===== src/rtl/hazard_ctrl.sv =====
// Pipeline hazard controller: load-use stalls, taken-branch flushes,
// multi-cycle mult/div occupancy and stall/flush performance counters.
module hazard_ctrl #(
    parameter int MD_CYCLES = 8
) (
    input  logic        clk,
    input  logic        rst,
    input  logic        IDEX_MemRead,
    input  logic [4:0]  IDEX_RegAddrI,
    input  logic [4:0]  IFID_rs,
    input  logic [4:0]  IFID_rt,
    input  logic        IFID_UsesRt,
    input  logic        branch_taken,
    input  logic        md_start,
    output logic        PCWrite,
    output logic        IFIDWrite,
    output logic        IFID_flush,
    output logic        IDEX_flush,
    output logic        md_done,
    output logic [1:0]  state,
    output logic [15:0] stall_cnt,
    output logic [15:0] flush_cnt
);

    localparam logic [1:0] RUN    = 2'd0;
    localparam logic [1:0] MDBUSY = 2'd1;
    localparam logic [1:0] MDDONE = 2'd2;

    // The start cycle and the MDDONE cycle both let the PC advance,
    // so MDBUSY runs MD_CYCLES-1 cycles: counts MD_LOAD down to 0.
    localparam logic [4:0] MD_LOAD = 5'(MD_CYCLES - 2);

    logic [4:0] mdCnt;
    logic [1:0] nextState;
    logic       loadUse;

    assign loadUse = IDEX_MemRead && (IDEX_RegAddrI != 5'd0) &&
                     ((IDEX_RegAddrI == IFID_rs) ||
                      (IFID_UsesRt && (IDEX_RegAddrI == IFID_rt)));

    always_comb begin
        PCWrite    = 1'b1;
        IFIDWrite  = 1'b1;
        IFID_flush = 1'b0;
        IDEX_flush = 1'b0;
        md_done    = 1'b0;
        nextState  = state;
        if (!rst) begin
            PCWrite    = 1'b0;
            IFIDWrite  = 1'b0;
            IFID_flush = 1'b1;
            IDEX_flush = 1'b1;
            nextState  = RUN;
        end else begin
            case (state)
                RUN: begin
                    if (branch_taken) begin
                        IFID_flush = 1'b1;
                        IDEX_flush = 1'b1;
                    end else if (md_start) begin
                        nextState = MDBUSY;
                    end else if (loadUse) begin
                        PCWrite    = 1'b0;
                        IFIDWrite  = 1'b0;
                        IDEX_flush = 1'b1;
                    end
                end
                MDBUSY: begin
                    PCWrite    = 1'b0;
                    IFIDWrite  = 1'b0;
                    IDEX_flush = 1'b1;
                    if (mdCnt == 5'd0)
                        nextState = MDDONE;
                end
                MDDONE: begin
                    md_done   = 1'b1;
                    nextState = RUN;
                    if (loadUse) begin
                        PCWrite    = 1'b0;
                        IFIDWrite  = 1'b0;
                        IDEX_flush = 1'b1;
                    end
                end
                default: nextState = RUN;
            endcase
        end
    end

    always_ff @(posedge clk or negedge rst) begin
        if (!rst) begin
            state     <= RUN;
            mdCnt     <= 5'd0;
            stall_cnt <= 16'd0;
            flush_cnt <= 16'd0;
        end else begin
            state <= nextState;
            if (state == RUN && nextState == MDBUSY)
                mdCnt <= MD_LOAD;
            else if (state == MDBUSY && mdCnt != 5'd0)
                mdCnt <= mdCnt - 5'd1;
            if (!PCWrite && stall_cnt != 16'hFFFF)
                stall_cnt <= stall_cnt + 16'd1;
            if (IFID_flush && flush_cnt != 16'hFFFF)
                flush_cnt <= flush_cnt + 16'd1;
        end
    end

endmodule


===== config.mk =====
export PLATFORM = sky130hd
export DESIGN_NAME = hazard_ctrl
export DESIGN_NICKNAME = d
export VERILOG_FILES = /design/src/rtl/hazard_ctrl.sv
export SDC_FILE = /design/constraint.sdc
export NUM_CORES = 1
export LEC_CHECK = 0
export ABC_AREA = 1
export CAP_MARGIN = 15
export CORE_ASPECT_RATIO = 1.25
export CORE_MARGIN = 2
export CORE_UTILIZATION = 40
export DETAILED_ROUTE_END_ITERATION = 10
export HOLD_SLACK_MARGIN = 0.15
export PLACE_DENSITY = 0.69
export SYNTH_ARGS = -nofsm -noshare
export SYNTH_HDL_FRONTEND = slang
export SYNTH_SLANG_ARGS = --single-unit

===== constraint.sdc =====
create_clock -name clk -period 4 [get_ports clk]
set_clock_uncertainty 0.05 [all_clocks]
set_input_delay 0.8 -clock clk [delete_from_list [all_inputs] [get_ports clk]]
set_output_delay 0.8 -clock clk [all_outputs]
set_load 0.01 [all_outputs]

==> reports/qor.yml, run 1 <==
logic_synthesis:
  yosys-top-cells-count: "nand2_1, inv_1, dfrtp_1"
  ys.flop_type: "dfrtp_1"
  yosysSeqAreaShare: 0.376
  synth-async-reset-ratio: 1.00
  syn_area_per_cell_um2: 7.75
  synthDistinctLibCells: 34
  synth_top_cell_area_share: 0.376
  synth_nets: 360
  synthMostInstantiatedCell: "nand2_1"
  syn_inst: 335
  synth_warnings: 0
  synth_edf_count: 0
  ys_ff_latch: 39
  synth.top_cells.by_area: "dfrtp_1, nand2_1, nand3_1"
  yosysTopAreaCell: "dfrtp_1"
  netlist_area_um2: 2590
clocking:
  insertion_delay_ns: 0.29
  postCtsHoldBufs: 0
  cts_buffers: 5
  cts_resized: 0
  cts_setup_buffers: 0
  cts_tree: "done"
  clockBufferDepth: 2
  htreeDepth: 2
  cts_sinks: 39
  cts.root.buffer_cell: "clkbuf_8"
  clkTransAtPathRegs_ns: 0.07
detailed_routing:
  first_pass_iters: 4
  drt-vias-per-instance: 4.81
  drtIter0Drc: 90
  totalWireLength_um: 5880
  drc: 0
  dr_total_vias: 2330
  final_antenna_net_count: 0
  wire_per_inst_um: 12.2
power_and_ir_drop:
  static-leakage-power_nw: 1.57
  p_int_mw: 0.872
  irDropWorstVdd_uv: 273
  clockPowerShare: 0.187
  p_comb_frac: 0.371
  p_sw_mw: 0.517
  p_sw_frac: 0.372
  p_seq_frac: 0.442
  p_per_area_nw_per_um2: 416
global_route:
  grtUsageTotal: 0.180
  grt_max_degree: 31
  grt_pass1_wl_um: 10400
  grt_overflow: 0
  grt_pass1_vias: 2291
  antenna_found_initial: 0
layout:
  fin_util: 0.538
  drive_gt1_frac: 0.125
  seqCellArea_um2: 976
  multi_input_comb_area_um2: 1400
  area_growth_pct: 28.6
  fin_nets: 423
  fillers: 610
  diodes: 0
die:
  core_area_um2: 6210
  fp.dieArea_um2: 7150
  start_util: 0.418
  dieHeight_um: 94.1
  io_pins: 60
  die_w_um: 76.0
  row_count: 32
timing:
  max_clock_freq_mhz: 289
  drv_slew: 0
  rsz0062_at_grt: "false"
  period_share: 0.864
  finalHoldViolCount: 0
  setup_tns_ns: 0
  relSlewSlack: 0.657
  worst_pin_slew_ns: 0.513
  setup_viol: 0
  fin_crit_ns: 3.46
place:
  hpwl_um: 4460
  io_buffers: 59
  gp_congestion: 0.907
run:
  maxCapViolCount: 0
hold_path:
  min_path_type: "input port to async pin"
critical_path:
  cp.required_ns: 3.15
  crit_type: "input port to output pin"
  max_stage_delay_ns: 0.58
  slowest_stage: "clkdlybuf4s50_1"
  start_kind: "input port"
  cp_cell_sequence: "clkdlybuf4s50_1, inv_2, nand2_1, nand2_1, nor2_1, nand3_1, nand2_1, nand3_1, o2111ai_1, clkdlybuf4s50_1"
  cp.arrival_ns: 2.61
  critical_path_peak_fanout: 3
  cp-end-kind: "output pin"
  cp_common_cell: "nand2_1"
run_status:
  outcome: "finished, final reports clean"
[registers in the layout (all words and copies together), names as in the netlist]
name       flops
flush_cnt     16
stall_cnt     16
mdCnt          5
state          2
[cell families after synthesis]
| logic type | synth area share |
|---|---|
| buffers and inverters | 0.0853 |
| DFF | 0.376 |
| AOI/OAI and AO/OA | 0.0439 |
| and+or+nand+nor | 0.374 |
| adders and majority gates | 0.0193 |
| xor gates and xnor gates | 0.101 |
[layer usage]
layer	vias up	wire [um]	track usage	share of wire
met1	1070	2490	0.206	0.42
met5	-	0	0	0
met2	62	2970	0.318	0.50
met4	0	153	0.0879	0.026
li1	1186	-	-	-
met3	12	269	0.0394	0.046
[power groups by stage]
stage / clock network, mW / logic, mW / registers (mW)
after floorplan: 0 / 0.260 / 0.629
after global placement: 0 / 0.503 / 0.617
after detailed placement: 0 / 0.514 / 0.618
after CTS: 0.274 / 0.520 / 0.612
after global routing: 0.291 / 0.574 / 0.631
final: 0.260 / 0.515 / 0.613
[cells in the final DEF, fill, tap and decap left out, types with 2 or more instances in the layout]
cell	instances
nand2_1	78
clkdlybuf4s50_1	58
inv_1	43
dfrtp_1	39
nand3_1	38
nor2_1	26
nand2_2	21
xor2_1	19
xnor2_1	11
nor3_1	9
nand4_1	7
o21ai_0	5
clkbuf_8	5
inv_2	4
ha_1	4
nor2_2	3
nand3_2	3
nor3b_1	2
nor4_2	2
nor2_4	2
nor4_1	2
clkbuf_1	2
buf_4	2
[path summary, 6_finish.rpt]
| path | startpoint | to | slack, ns | cells after the start |
|---|---|---|---|---|
| worst min-delay path | rst | state[0] | 0.37 | 1 |
| worst min register to register | flush_cnt[9] | flush_cnt[9] | 0.47 | 1 |
| min in group clk | flush_cnt[9] | flush_cnt[9] | 0.47 | 1 |
| worst max register to register | flush_cnt[0] | flush_cnt[9] | 1.96 | 9 |
| max in group asynchronous | rst | flush_cnt[8] | 2.83 | 2 |
| worst max-delay path | IDEX_RegAddrI[4] | IDEX_flush | 0.54 | 10 |
[worst max-delay path: cells and delay by family]
kind                   cells  cell delay, ns
buffers and inverters      3            1.16
AOI/OAI and AO/OA          1            0.12
and+or+nand+nor            6            0.52
[area by class of cell]
type / instances / share of cell area
Inverter: 47 / 0.0528
Timing Repair Buffer: 61 / 0.180
Tap cell: 85 / 0.0319
Sequential cell: 39 / 0.292
Multi-Input combinational cell: 244 / 0.419
Clock buffer: 7 / 0.0229
Clock inverter: 1 / 0.00150
[through the flow]
stage | hold slack, ns | instances | setup WS, ns | power, mW | cell area, um2
floorplan | 0.439 | 335 | 1.32 | 0.889 | 2590
global placement | 0.454 | 476 | 0.593 | 1.12 | 3260
detailed placement | 0.470 | 476 | 0.545 | 1.13 | 3260
CTS | 0.365 | 484 | 0.532 | 1.41 | 3340
global route | 0.377 | 484 | 0.379 | 1.50 | 3340
finish | 0.366 | 484 | 0.543 | 1.39 | 3340
(Power assumes the default switching activity.)
==> inputs of run 2 (changes only) <==
--- a/config.mk
+++ b/config.mk
@@ -13,6 +13,8 @@
 export DETAILED_ROUTE_END_ITERATION = 10
 export HOLD_SLACK_MARGIN = 0.15
 export PLACE_DENSITY = 0.69
+export REMOVE_ABC_BUFFERS = 1
+export SETUP_SLACK_MARGIN = 0.05
 export SYNTH_ARGS = -nofsm -noshare
 export SYNTH_HDL_FRONTEND = slang
 export SYNTH_SLANG_ARGS = --single-unit
==> constraint.sdc (replaced) <==
create_clock -name clk -period 3.6 [get_ports clk]
set_clock_uncertainty 0.05 [all_clocks]
set_input_delay 0.72 -clock clk [delete_from_list [all_inputs] [get_ports clk]]
set_output_delay 0.72 -clock clk [all_outputs]
set_load 0.01 [all_outputs]
==> run 2 against run 1 <==
Total power rose by 15%. Non-clock buffer count rose by 1. Clock power rose by 29%. Hold slack got worse by 0.090 ns. Critical endpoint unchanged. Largest cell class unchanged.
==> reports/qor.yml, run 2 (same netlist as run 1, synthesis figures left out) <==
critical_path:
  worst_r2r_path_depth: 9  # unchanged
  cp.arrival_ns: 2.54  # -0.07 ns
  cp.required_ns: 2.83  # -0.32 ns
  critical_path_peak_fanout: 4  # +1
  critPathLaunch: "IDEX_RegAddrI[0]"
  rrSetupSlack_ns: 1.52  # -0.44 ns
  cp-end-kind: "output pin"
  start_kind: "input port"
  rr_endpoint: "flush_cnt[9]"
  r2r-start: "flush_cnt[0]"
  crit_end: "IDEX_flush"
  crit_type: "input port to output pin"
detailed_routing:
  drtIter0Drc: 98  # +8.9%
  drc: 0  # unchanged
  drt-vias-per-instance: 4.88  # +1.3%
  final_antenna_net_count: 0  # unchanged
  wire_per_inst_um: 12.3  # +0.85%
  totalWireLength_um: 5950  # +1.1%
  dr_total_vias: 2365  # +1.5%
  first_pass_iters: 4  # unchanged
layout:
  fin_nets: 424  # +0.24%
  area_growth_pct: 29.8
  diodes: 0  # unchanged
  final_common_cell: "nand2_1"
  top_regs: "flush_cnt x16, stall_cnt x16, mdCnt x5"
  drive_gt1_frac: 0.133  # +0.00719
  final_cell_mix: "nand2_1, clkdlybuf4s50_1, inv_1"
  fin_util: 0.543  # +0.00484
clocking:
  cts_setup_buffers: 0  # unchanged
  clkTransAtPathRegs_ns: 0.08  # about the same
  cts.root.buffer_cell: "clkbuf_8"
  cts_buffers: 5  # unchanged
  insertion_delay_ns: 0.29  # about the same
  cts_tree: "done"
  htreeDepth: 2  # unchanged
  postCtsHoldBufs: 0  # unchanged
  clockBufferDepth: 2  # unchanged
  cts_sinks: 39  # unchanged
  cts_resized: 0  # unchanged
power_and_ir_drop:
  irDropWorstVdd_uv: 329  # +21%
  p_sw_frac: 0.367  # -0.00475
  static-leakage-power_nw: 1.58  # +0.83%
  p_int_mw: 1.01  # +16%
  p_sw_mw: 0.585  # +13%
  clockPowerShare: 0.211  # +0.024
  p_per_area_nw_per_um2: 473  # +14%
  p_seq_frac: 0.429  # -0.013
  p_comb_frac: 0.360  # -0.011
place:
  io_buffers: 59  # unchanged
  gp_congestion: 0.907  # about the same
  hpwl_um: 4510  # +1.0%
timing:
  rsz0062_at_grt: "false"
  setup_tns_ns: 0  # unchanged
  worst_pin_slew_ns: 0.520  # +0.00679 ns
  period_share: 0.920
  finalHoldViolCount: 0  # unchanged
  fin_crit_ns: 3.31
  setup_viol: 0  # unchanged
  relSlewSlack: 0.652  # -0.00454
  max_clock_freq_mhz: 302
  drv_slew: 0  # unchanged
die:
  io_pins: 60  # unchanged
  die_w_um: 76.0  # unchanged
  start_util: 0.418  # unchanged
  core_area_um2: 6210  # unchanged
  fp.dieArea_um2: 7150  # unchanged
  dieHeight_um: 94.1  # unchanged
  row_count: 32  # unchanged
global_route:
  grt_overflow: 0  # unchanged
  grtUsageTotal: 0.176  # -0.00390
  grt_max_degree: 17  # -45%
  grt_pass1_vias: 2346  # +2.4%
  antenna_found_initial: 0  # unchanged
  grt_pass1_wl_um: 10400  # +0.47%
run_status:
  outcome: "finished, final reports clean"
run:
  maxCapViolCount: 0  # unchanged
hold_path:
  min_path_type: "input port to async pin"
-- run 2: cell count changes in the layout (fill, tap and decap cells not counted) --
cell,delta
clkbuf_8,+2
clkinv_2,-1
clkinvlp_4,+1
clkbuf_1,-2
buf_4,+1
-- run 2: worst min-delay path by stage --
stage | from | endpoint | slack (ns) | depth (start not counted)
floorplan | rst | flush_cnt[0] | 0.37 | 0
global placement | flush_cnt[9] | flush_cnt[9] | 0.46 | 1
detailed placement | flush_cnt[12] | flush_cnt[12] | 0.46 | 1
CTS | rst | state[0] | 0.27 | 1
global route | rst | stall_cnt[13] | 0.29 | 1
finish | rst | state[0] | 0.28 | 1
-- run 2: metal layers --
layer  vias up  wire (um)  track usage
met4         0         75       0.0455
met5         -          0            0
met2        59       2910        0.318
li1       1190          -            -
met1      1108       2710        0.215
met3         8        258       0.0346
-- run 2: layout make-up --
type                            count  area (um2)
Clock buffer                        7        96.3
Tap cell                           85         106
Sequential cell                    39         976
Multi-Input combinational cell    244        1400
Clock inverter                      1        7.51
Timing Repair Buffer               62         608
Inverter                           47         176
Fill cell                         596        2840
-- run 2: critical path, stage by stage --
cell and delay (ns):
clkdlybuf4s50_1 0.52, inv_1 0.07, nand2_1 0.06, nand2_1 0.06
nor2_1 0.11, nand3_1 0.08, nand2_1 0.11, nand3_1 0.12
o2111ai_1 0.11, clkdlybuf4s50_1 0.58
-- run 2: power by group through the flow --
stage	clock (mW)	combinational, mW	sequential [mW]
2_1_floorplan	0	0.280	0.699
3_3_place_gp	0	0.559	0.687
3_5_place_dp	0	0.570	0.691
4_1_cts	0.344	0.582	0.682
5_1_grt	0.361	0.640	0.701
6_report	0.336	0.574	0.682
-- run 2: metrics by stage --
stage	area (um2)	total power, mW	setup WS (ns)	instances	hold slack, ns
after floorplan	2550	0.979	1.17	330	0.374
after global placement	3260	1.25	0.305	477	0.459
after detailed placement	3260	1.26	0.277	477	0.462
after CTS	3370	1.61	0.281	485	0.273
after global routing	3370	1.70	0.0639	485	0.289
final	3370	1.59	0.289	485	0.276
==> inputs of run 3 (changes only) <==
--- a/config.mk
+++ b/config.mk
@@ -10,7 +10,9 @@
 export CORE_ASPECT_RATIO = 1.25
 export CORE_MARGIN = 2
 export CORE_UTILIZATION = 40
+export CTS_CLUSTER_SIZE = 30
 export DETAILED_ROUTE_END_ITERATION = 10
+export GPL_ROUTABILITY_DRIVEN = 0
 export HOLD_SLACK_MARGIN = 0.15
 export PLACE_DENSITY = 0.69
 export REMOVE_ABC_BUFFERS = 1
==> results of run 3 <==
No change in the layout: final DEF, timing and power equal those of run 2.
